<file path="src/rtl/serial_paralelo_rx_pkg.sv">
// Shared symbols for the serial link: the idle/alignment
// comma and the receiver FSM state encoding.
package serial_paralelo_rx_pkg;

  localparam logic [7:0] COMMA_SYM = 8'hBC;

  typedef enum logic [1:0] {
    SEARCH = 2'd0,
    SYNC   = 2'd1,
    ACTIVE = 2'd2
  } rx_state_t;

endpackage

</file>
<file path="src/rtl/serial_paralelo_rx_comma_detect.sv">
// Serial shift register, MSB first, with comma match.
// Ports: clk_32f/reset, i_bit in; o_byte_next, o_is_comma out.
module serial_paralelo_rx_comma_detect
  import serial_paralelo_rx_pkg::*;
#(
  parameter logic [7:0] COMMA = COMMA_SYM
) (
  input  logic       clk_32f,
  input  logic       reset,
  input  logic       i_bit,
  output logic [7:0] o_byte_next,
  output logic       o_is_comma
);

  logic [7:0] r_sr;

  // Byte including the bit sampled at the current edge.
  assign o_byte_next = {r_sr[6:0], i_bit};
  assign o_is_comma  = (o_byte_next == COMMA);

  always_ff @(posedge clk_32f or posedge reset) begin
    if (reset) begin
      r_sr <= 8'h00;
    end else begin
      r_sr <= o_byte_next;
    end
  end

endmodule

</file>
<file path="src/rtl/serial_paralelo_rx.sv">
// Deserialiser: aligns on commas, then emits non-comma bytes.
// Ports: clk_32f, reset, data_in -> data_out, valid_out, active.
module serial_paralelo_rx
  import serial_paralelo_rx_pkg::*;
#(
  parameter logic [7:0] COMMA     = COMMA_SYM,
  parameter int         NUM_COMMA = 4
) (
  input  logic       clk_32f,
  input  logic       reset,
  input  logic       data_in,
  output logic [7:0] data_out,
  output logic       valid_out,
  output logic       active
);

  localparam logic [3:0] LP_NUM = 4'(NUM_COMMA);

  rx_state_t  r_state;
  rx_state_t  w_state_n;
  logic [2:0] r_bit_cnt;
  logic [2:0] w_bit_n;
  logic [3:0] r_comma_cnt;
  logic [3:0] w_cnt_n;
  logic [7:0] r_data;
  logic [7:0] w_data_n;
  logic       r_valid;
  logic       w_valid_n;
  logic       r_active;
  logic       w_active_n;
  logic [7:0] w_byte_next;
  logic       w_is_comma;
  logic       w_byte_end;
  logic       w_last_comma;

  serial_paralelo_rx_comma_detect #(
    .COMMA (COMMA)
  ) u_det (
    .clk_32f     (clk_32f),
    .reset       (reset),
    .i_bit       (data_in),
    .o_byte_next (w_byte_next),
    .o_is_comma  (w_is_comma)
  );

  assign w_byte_end   = (r_bit_cnt == 3'd7);
  assign w_last_comma = (r_comma_cnt == LP_NUM - 4'd1);

  always_comb begin
    w_state_n  = r_state;
    w_bit_n    = r_bit_cnt;
    w_cnt_n    = r_comma_cnt;
    w_data_n   = r_data;
    w_valid_n  = r_valid;
    w_active_n = r_active;
    unique case (r_state)
      SEARCH: begin
        if (w_is_comma) begin
          w_bit_n = 3'd0;
          w_cnt_n = 4'd1;
          if (NUM_COMMA == 1) begin
            w_state_n  = ACTIVE;
            w_active_n = 1'b1;
          end else begin
            w_state_n = SYNC;
          end
        end
      end
      SYNC: begin
        w_bit_n = r_bit_cnt + 3'd1;
        if (w_byte_end) begin
          if (w_is_comma) begin
            if (r_comma_cnt < LP_NUM) begin
              w_cnt_n = r_comma_cnt + 4'd1;
            end
            if (w_last_comma) begin
              w_state_n  = ACTIVE;
              w_active_n = 1'b1;
            end
          end else begin
            // Hunt restarts on the following edge.
            w_state_n = SEARCH;
            w_cnt_n   = 4'd0;
          end
        end
      end
      ACTIVE: begin
        w_bit_n = r_bit_cnt + 3'd1;
        if (w_byte_end) begin
          if (w_is_comma) begin
            w_valid_n = 1'b0;
          end else begin
            w_data_n  = w_byte_next;
            w_valid_n = 1'b1;
          end
        end
      end
      default: begin
        w_state_n = SEARCH;
      end
    endcase
  end

  always_ff @(posedge clk_32f or posedge reset) begin
    if (reset) begin
      r_state     <= SEARCH;
      r_bit_cnt   <= 3'd0;
      r_comma_cnt <= 4'd0;
      r_data      <= 8'h00;
      r_valid     <= 1'b0;
      r_active    <= 1'b0;
    end else begin
      r_state     <= w_state_n;
      r_bit_cnt   <= w_bit_n;
      r_comma_cnt <= w_cnt_n;
      r_data      <= w_data_n;
      r_valid     <= w_valid_n;
      r_active    <= w_active_n;
    end
  end

  assign data_out  = r_data;
  assign valid_out = r_valid;
  assign active    = r_active;

endmodule

</file>
<file path="config.mk">
export PLATFORM = sky130hd
export DESIGN_NAME = serial_paralelo_rx
export DESIGN_NICKNAME = d
export VERILOG_FILES = /design/src/rtl/serial_paralelo_rx_pkg.sv /design/src/rtl/serial_paralelo_rx_comma_detect.sv /design/src/rtl/serial_paralelo_rx.sv
export SDC_FILE = /design/constraint.sdc
export NUM_CORES = 1
export LEC_CHECK = 0
export BUFFER_PORTS_ARGS = -buffer_cell sky130_fd_sc_hd__buf_2
export CORE_ASPECT_RATIO = 1.1
export CORE_UTILIZATION = 44
export CTS_BUF_LIST = sky130_fd_sc_hd__clkbuf_8
export CTS_CLUSTER_DIAMETER = 40
export DETAILED_ROUTE_END_ITERATION = 6
export PLACE_DENSITY = 0.72
export SLEW_MARGIN = 25
export SYNTH_ARGS = -nofsm -noshare
export SYNTH_HDL_FRONTEND = slang
export SYNTH_SLANG_ARGS = --single-unit
export TNS_END_PERCENT = 10
</file>
<file path="constraint.sdc">
create_clock -name clk_32f -period 1.85 [get_ports clk_32f]
set_input_delay 0.37 -clock clk_32f [delete_from_list [all_inputs] [get_ports clk_32f]]
set_output_delay 0.37 -clock clk_32f [all_outputs]
set_load 0.02 [all_outputs]
</file>
==> results.rst, run 1 <==
.. list-table::
   :header-rows: 1

   * - Metric
     - Value
   * - Run status
     - finished clean
   * - FF-to-FF End
     - data_out[5]
   * - CP max-delay cell
     - sky130_fd_sc_hd__dfrtp_1
   * - Starting utilization of the core area
     - 0.466
   * - Synth top area share
     - 0.503
   * - Maximum level of the CTS H-tree
     - 1
   * - Worst rel slew slack
     - 0.748
   * - Post-Syn Nets
     - 119
   * - Floorplan Core Area
     - 0.00278 mm²
   * - Proportion of layout cells with a drive suffix above 1
     - 0.250
   * - Data arrival time at the worst-slack endpoint
     - 1.89 ns
   * - Count of instances resized after the clock tree is built
     - 0
   * - Pleak
     - 0.000660 µW
   * - Launching element type of the critical path
     - flop
   * - Number of buffers added by the clock tree synthesis step
     - 3
   * - First element of the critical path
     - r_bit_cnt[0]
   * - Critical path fanouts, max
     - 9
   * - Min Clock Period, post-route
     - 1.73 ns
   * - Cell-internal power
     - 932 µW
   * - Hold Crit Class
     - in -> async
   * - Number of instances in the synthesized netlist
     - 110
   * - Cell area after technology mapping
     - 0.00129 mm²
   * - Number of search-and-repair iterations in the first detailed-routing pass
     - 3
   * - Clock Latency Late Sink
     - 0.27 ns
   * - Power density over cell area
     - 840 mW/mm²
   * - Ys Warns
     - 0
   * - Maximum root-to-sink buffer count
     - 2
   * - Sequential Power Share
     - 0.496
   * - Critical Path Max Stage Delay
     - 0.37 ns
   * - HPWL after detailed placement
     - 1710 µm
   * - Width of the die
     - 53.7 µm
   * - Worst r2r src
     - r_bit_cnt[0]
   * - Cells along the critical path
     - ha_1, ha_1, nand2_1, nor2_8, mux2_4
   * - Maximum clock rate
     - 0.579 GHz
   * - Combined buffer and inverter count along the critical path
     - 0
   * - Share of synthesized area occupied by flip-flops and latches
     - 0.503
   * - Sequential standard cell area
     - 651 µm²
   * - Synth-to-Final Area Change
     - 12.9%
   * - Distinct cell type count of the synthesized netlist
     - 32
   * - Total clock sinks
     - 26
   * - Global-route usage over all layers
     - 0.165
   * - Io pins
     - 13
   * - Share of synthesized registers carrying an async set or reset
     - 1.00
   * - Core utilization of the finished layout
     - 0.526
   * - Largest delay share family, worst path
     - adder cells
   * - Clock-pin transition on the worst setup and hold timing paths
     - 0.09 ns
   * - Number of inserted diodes
     - 0
   * - Number of synthesized register bits
     - 26
   * - Avg Synthesized Cell Area
     - 11.8 µm²
   * - Total wire length after detailed routing
     - 2260 µm
   * - CTS root buf
     - sky130_fd_sc_hd__clkbuf_8
   * - Final worst-path cycle share
     - 0.933
   * - Largest net degree at the start of global routing
     - 27
   * - Number of fill cells in the layout
     - 229
   * - Transition at the pin with the smallest max-transition slack
     - 0.379 ns
   * - Hold Violations, Final
     - 0
   * - Total Die Area
     - 0.00316 mm²
   * - Proportion of total power due to net switching
     - 0.240
   * - Unrepaired setup endpoints after global routing
     - no
   * - Number of max-slew violations in the final report
     - 0
   * - Input/output buffers
     - 12
   * - Final setup vio count
     - 0
   * - Via count of the first global-routing pass
     - 860
   * - Clock Skew
     - 0.00164 ns
   * - Switching component of the power
     - 294 µW
   * - Commonest non-fill, non-tap cells in the layout
     - 26 x sky130_fd_sc_hd__dfrtp_1, 12 x sky130_fd_sc_hd__buf_2, 9 x sky130_fd_sc_hd__nand2_1, 9 x sky130_fd_sc_hd__a21oi_1
   * - Number of DRC markers after the initial detailed-route iteration
     - 33
   * - Most frequent cell on the critical path
     - sky130_fd_sc_hd__ha_1
   * - Leading area contributor after synthesis
     - sky130_fd_sc_hd__dfrtp_1
   * - Count of flip-flops with a built-in enable after synthesis
     - 0
   * - Maximum ir drop on the vdd rail
     - 823 µV
   * - Initial antenna violation count
     - 0
   * - Area of combinational cells with multiple inputs
     - 599 µm²
   * - Routed wirelength normalized by instance count
     - 14.4 µm
   * - Predominant post-synthesis flop cell
     - sky130_fd_sc_hd__dfrtp_1
   * - Worst reg-to-reg path cell count
     - 5
   * - GP Congestion
     - 0.862
   * - Reg-to-reg slack, setup
     - 0.12 ns
   * - Critical path capture point type
     - flop
   * - Die extent in y
     - 58.9 µm
   * - CTS tree
     - done
   * - Vias per cell
     - 5.53
   * - Aggregate global routing overflow
     - 0
   * - Nets@finish
     - 134
   * - Largest cells by area after synthesis
     - sky130_fd_sc_hd__dfrtp_1 50%, sky130_fd_sc_hd__mux2_4 9.3%, sky130_fd_sc_hd__ha_1 5.8%, sky130_fd_sc_hd__a21oi_1 3.5%, sky130_fd_sc_hd__nand2_1 2.6%
   * - Combinational Power Share
     - 0.127
   * - Fraction of power consumed by the clock network
     - 0.377
   * - Post CTS Setup Buffer Count
     - 0
   * - Std-Cell Rows
     - 20
   * - Via count of the routed design
     - 868
   * - Setup TNS
     - 0 ns
   * - Leading cell type in the layout, fill and taps excluded
     - sky130_fd_sc_hd__dfrtp_1
   * - Start-to-end type of the worst setup path
     - reg -> reg
   * - Hold buffer count at CTS
     - 0
   * - Total number of cells along the worst setup path
     - 5
   * - Global-route wire length before repair
     - 3850 µm
   * - Antenna-violating nets left
     - 0
   * - Remaining DRCs
     - 0
   * - Critical path required time
     - 2.01 ns
   * - Max-cap violations
     - 0
[cells in the mapped netlist, types with 2 or more instances]
master / instances
sky130_fd_sc_hd__dfrtp_1: 26
sky130_fd_sc_hd__a21oi_1: 9
sky130_fd_sc_hd__nand2_1: 9
sky130_fd_sc_hd__inv_1: 8
sky130_fd_sc_hd__mux2_4: 8
sky130_fd_sc_hd__ha_1: 6
sky130_fd_sc_hd__nor2_1: 5
sky130_fd_sc_hd__o21ai_0: 5
sky130_fd_sc_hd__nand3_1: 4
sky130_fd_sc_hd__a31oi_1: 3
sky130_fd_sc_hd__a21o_1: 2
sky130_fd_sc_hd__buf_2: 2
sky130_fd_sc_hd__mux2i_1: 2
sky130_fd_sc_hd__nand4_1: 2
sky130_fd_sc_hd__nor3_1: 2
[worst max path at each step]
stage,end,slack (ns)
finish,data_out[5],0.12
global route,data_out[0],0.004
CTS,data_out[5],0.14
detailed placement,data_out[0],0.15
global placement,data_out[2],0.19
floorplan,data_out[0],0.31
[tightest hold or removal path, delay by kind of cell]
| kind | cells | cell delay, ns |
|---|---|---|
| buf+inv | 3 | 0.43 |
[logic make-up (layout without fill, tap and decap cells)]
kind of cell | after synthesis | count (layout) | synth area share
AOI/OAI and AO/OA | 26 | 26 | 0.125
adders and majority gates | 6 | 6 | 0.0580
buffers and inverters | 11 | 25 | 0.0338
DFF | 26 | 26 | 0.503
muxes | 10 | 10 | 0.108
and+or+nand+nor | 31 | 31 | 0.172
[stage by stage]
stage	cell area [µm²]	instances	hold WS, ns	power (µW)	setup WS [ns]
finish	1460	157	0.131	1230	0.124
global route	1460	157	0.153	1270	0.00415
CTS	1460	157	0.142	1240	0.140
detailed placement	1390	153	0.432	775	0.149
global placement	1390	153	0.417	769	0.194
floorplan	1290	110	0.388	738	0.313
[per-layer routing]
| layer | share of wire | wire (µm) | GRT usage | vias up |
|---|---|---|---|---|
| li1 | - | - | - | 418 |
| met1 | 0.44 | 987 | 0.210 | 437 |
| met2 | 0.54 | 1210 | 0.286 | 9 |
| met3 | 0.016 | 37 | 0.0155 | 4 |
| met4 | 0.011 | 25 | 0.0564 | 0 |
| met5 | 0 | 0 | 0 | - |
[power by group through the flow]
stage	logic (µW)	registers, µW	clock network (µW)
floorplan	121	617	0
global placement	150	619	0
detailed placement	155	620	0
CTS	156	609	473
global route	176	612	486
finish	156	609	462
[flip-flops by register name, indices dropped and copies added, names as in the netlist]
signal	flops
u_det.r_sr	7
active	1
data_out	8
valid_out	1
r_bit_cnt	3
r_comma_cnt	4
r_state	2
[layout make-up]
type / instances / area share
flip-flops and latches: 26 / 0.446
multi-input cells: 73 / 0.410
repair buffers: 13 / 0.0463
clock buffers: 3 / 0.0283
well taps: 33 / 0.0283
clock inverters: 1 / 0.0206
inverters: 8 / 0.0206
No activity file was read; power rests on OpenSTA's default activity.
==> run 2, diff against run 1 <==
Settings changed: CORE_UTILIZATION 44 to 30, PLACE_DENSITY 0.72 to 0.56.
==> run 2 against run 1 <==
Effect of this change: hold slack better by 0.0034 ns; fmax down 0.14%; worst setup slack worse by 0.0025 ns; combinational power up 3%; die area up 45%; final cell count up 12%; first-iteration DRC count down 18%; power down 7.0%; global-route usage down 4.5 points; largest cell class unchanged; largest power group unchanged.
==> results.rst, run 2 (synthesis gave the netlist of run 1 again) <==
.. list-table::
   :header-rows: 1

   * - Metric
     - Value
   * - Run status
     - finished clean (unchanged)
   * - Routed wirelength normalized by instance count
     - 13.8 µm (was 14.4 µm)
   * - Die extent in y
     - 70.9 µm (was 58.9 µm)
   * - Number of search-and-repair iterations in the first detailed-routing pass
     - 4 (was 3)
   * - Largest delay share family, worst path
     - adder cells (unchanged)
   * - Leading cell type in the layout, fill and taps excluded
     - sky130_fd_sc_hd__dfrtp_1 (unchanged)
   * - Final setup vio count
     - 0 (unchanged)
   * - Hold Violations, Final
     - 0 (unchanged)
   * - Total number of cells along the worst setup path
     - 5 (unchanged)
   * - Input/output buffers
     - 12 (unchanged)
   * - Synth-to-Final Area Change
     - 13.6% (was 12.9%)
   * - Final worst-path cycle share
     - 0.934 (was 0.933)
   * - Setup TNS
     - 0 ns (unchanged)
   * - Largest net degree at the start of global routing
     - 27 (unchanged)
   * - GP Congestion
     - 0.813 (was 0.862)
   * - Floorplan Core Area
     - 0.00405 mm² (was 0.00278 mm²)
   * - Maximum clock rate
     - 0.579 GHz (about the same)
   * - Worst reg-to-reg path cell count
     - 5 (unchanged)
   * - Cell area after layout
     - 0.00147 mm² (was 0.00146 mm²)
   * - Launching element type of the critical path
     - flop (unchanged)
   * - Via count of the routed design
     - 890 (was 868)
   * - Global-route wire length before repair
     - 4290 µm (was 3850 µm)
   * - Clock-pin transition on the worst setup and hold timing paths
     - 0.09 ns (about the same)
   * - Width of the die
     - 64.6 µm (was 53.7 µm)
   * - Post CTS Setup Buffer Count
     - 0 (unchanged)
   * - Via count of the first global-routing pass
     - 915 (was 860)
   * - Hold Crit Class
     - in -> async (unchanged)
   * - Critical path capture point type
     - flop (unchanged)
   * - Area post-placement
     - 0.00141 mm² (was 0.00139 mm²)
   * - Total Die Area
     - 0.00458 mm² (was 0.00316 mm²)
   * - Proportion of layout cells with a drive suffix above 1
     - 0.258 (was 0.250)
   * - CP max-delay cell
     - sky130_fd_sc_hd__dfrtp_1 (unchanged)
   * - Hold buffer count at CTS
     - 0 (unchanged)
   * - Total wire length after detailed routing
     - 2420 µm (was 2260 µm)
   * - Unrepaired setup endpoints after global routing
     - no (unchanged)
   * - Starting utilization of the core area
     - 0.319 (was 0.466)
   * - Number of inserted diodes
     - 0 (unchanged)
   * - Number of DRC markers after the initial detailed-route iteration
     - 27 (was 33)
   * - Antenna-violating nets left
     - 0 (unchanged)
   * - CTS root buf
     - sky130_fd_sc_hd__clkbuf_8 (unchanged)
   * - Nets@finish
     - 134 (unchanged)
   * - Total clock sinks
     - 26 (unchanged)
   * - HPWL after detailed placement
     - 1770 µm (was 1710 µm)
   * - Transition at the pin with the smallest max-transition slack
     - 0.405 ns (was 0.379 ns)
   * - Data arrival time at the worst-slack endpoint
     - 1.88 ns (was 1.89 ns)
   * - Max-cap violations
     - 0 (unchanged)
   * - CTS tree
     - done (unchanged)
   * - Commonest non-fill, non-tap cells in the layout
     - 26 x sky130_fd_sc_hd__dfrtp_1, 12 x sky130_fd_sc_hd__buf_2, 9 x sky130_fd_sc_hd__nand2_1, 9 x sky130_fd_sc_hd__a21oi_1 (unchanged)
   * - Power density over cell area
     - 775 mW/mm² (was 840 mW/mm²)
   * - Worst Setup Slack, final
     - 0.122 ns (was 0.124 ns)
   * - Critical path required time
     - 2.01 ns (about the same)
   * - Number of buffers added by the clock tree synthesis step
     - 3 (unchanged)
   * - Number of max-slew violations in the final report
     - 0 (unchanged)
   * - Worst rel slew slack
     - 0.730 (was 0.748)
   * - Minimum setup slack after placement
     - 0.140 ns (was 0.149 ns)
   * - Maximum ir drop on the vdd rail
     - 456 µV (was 823 µV)
   * - Vias per cell
     - 5.06 (was 5.53)
   * - Io pins
     - 13 (unchanged)
   * - Cells along the critical path
     - ha_1, ha_1, nand2_1, nor2_8, mux2_4 (unchanged)
   * - Most frequent cell on the critical path
     - sky130_fd_sc_hd__ha_1 (unchanged)
   * - Clock Skew
     - 0.00891 ns (was 0.00164 ns)
   * - Initial antenna violation count
     - 0 (unchanged)
   * - Critical path fanouts, max
     - 9 (unchanged)
   * - Aggregate global routing overflow
     - 0 (unchanged)
   * - Remaining DRCs
     - 0 (unchanged)
   * - Global-route usage over all layers
     - 0.119 (was 0.165)
   * - Number of flip-flops in the largest register
     - 8 (unchanged)
   * - Maximum level of the CTS H-tree
     - 1 (unchanged)
   * - Start-to-end type of the worst setup path
     - reg -> reg (unchanged)
   * - Critical Path Max Stage Delay
     - 0.37 ns (about the same)
   * - Std-Cell Rows
     - 24 (was 20)
   * - Pleak
     - 0.000652 µW (was 0.000660 µW)
   * - Number of fill cells in the layout
     - 402 (was 229)
   * - Maximum root-to-sink buffer count
     - 2 (unchanged)
   * - Clock Latency Late Sink
     - 0.27 ns (about the same)
   * - Combined buffer and inverter count along the critical path
     - 0 (unchanged)
   * - Min Clock Period, post-route
     - 1.73 ns (about the same)
-- run 2: cell types whose count changed in the layout (fill, tap and decap cells not counted), sizes merged --
cell    change
bufinv      -1
clkbuf      +1
-- run 2: area by class of cell --
cell class / count / area [µm²] / share of cell area
timing repair buffer: 13 / 67.6 / 0.0460
tap: 52 / 65.1 / 0.0443
multi-input combinational: 73 / 602 / 0.409
clock buffer: 4 / 55.1 / 0.0374
sequential: 26 / 651 / 0.443
inverter: 8 / 30.0 / 0.0204
-- run 2: worst min-delay path, cell delays in order --
cell                    delay [ns]
sky130_fd_sc_hd__buf_2        0.09
sky130_fd_sc_hd__inv_1        0.04
sky130_fd_sc_hd__buf_4        0.31
-- run 2: through the flow --
| stage | hold WS, ns | power (µW) | utilization | std cells |
|---|---|---|---|---|
| 2_1_floorplan | 0.388 | 738 | - | 110 |
| 3_3_place_gp | 0.417 | 772 | 0.348 | 172 |
| 3_5_place_dp | 0.420 | 779 | 0.348 | 172 |
| 4_1_cts | 0.150 | 1140 | 0.362 | 176 |
| 5_1_grt | 0.167 | 1210 | 0.363 | 176 |
| 6_report | 0.134 | 1140 | 0.363 | 176 |
-- run 2: report_power, final --
group,leakage (µW),internal (µW),total (µW),switching (µW)
clock network,0.0000288,190,370,180
registers,0.000333,589,609,20.0
logic,0.000290,56.6,161,105
total,0.000652,836,1140,304
-- run 2: worst paths after layout --
check                         startpoint             to  slack [ns]
setup / recovery            r_bit_cnt[0]    data_out[5]        0.12
max in group asynchronous          reset    data_out[0]        1.47
hold reg to reg            u_det.r_sr[5]  u_det.r_sr[6]        0.44
setup reg to reg            r_bit_cnt[0]    data_out[5]        0.12
hold / removal                     reset    data_out[3]        0.13
min in group clk_32f             data_in  u_det.r_sr[0]        0.25
-- run 2: repair_timing --
item / 4_1_cts / 5_1_grt
setup endpoints to repair: 0 / 1
resized for setup: 0 / 1
endpoints found under the hold margin: 0 / 0
-- run 2: per-layer routing --
| layer | track usage | share of wire |
|---|---|---|
| met2 | 0.201 | 0.52 |
| met4 | 0.0370 | 0.0058 |
| met1 | 0.153 | 0.45 |
| met3 | 0.0242 | 0.026 |
| met5 | 0 | 0 |
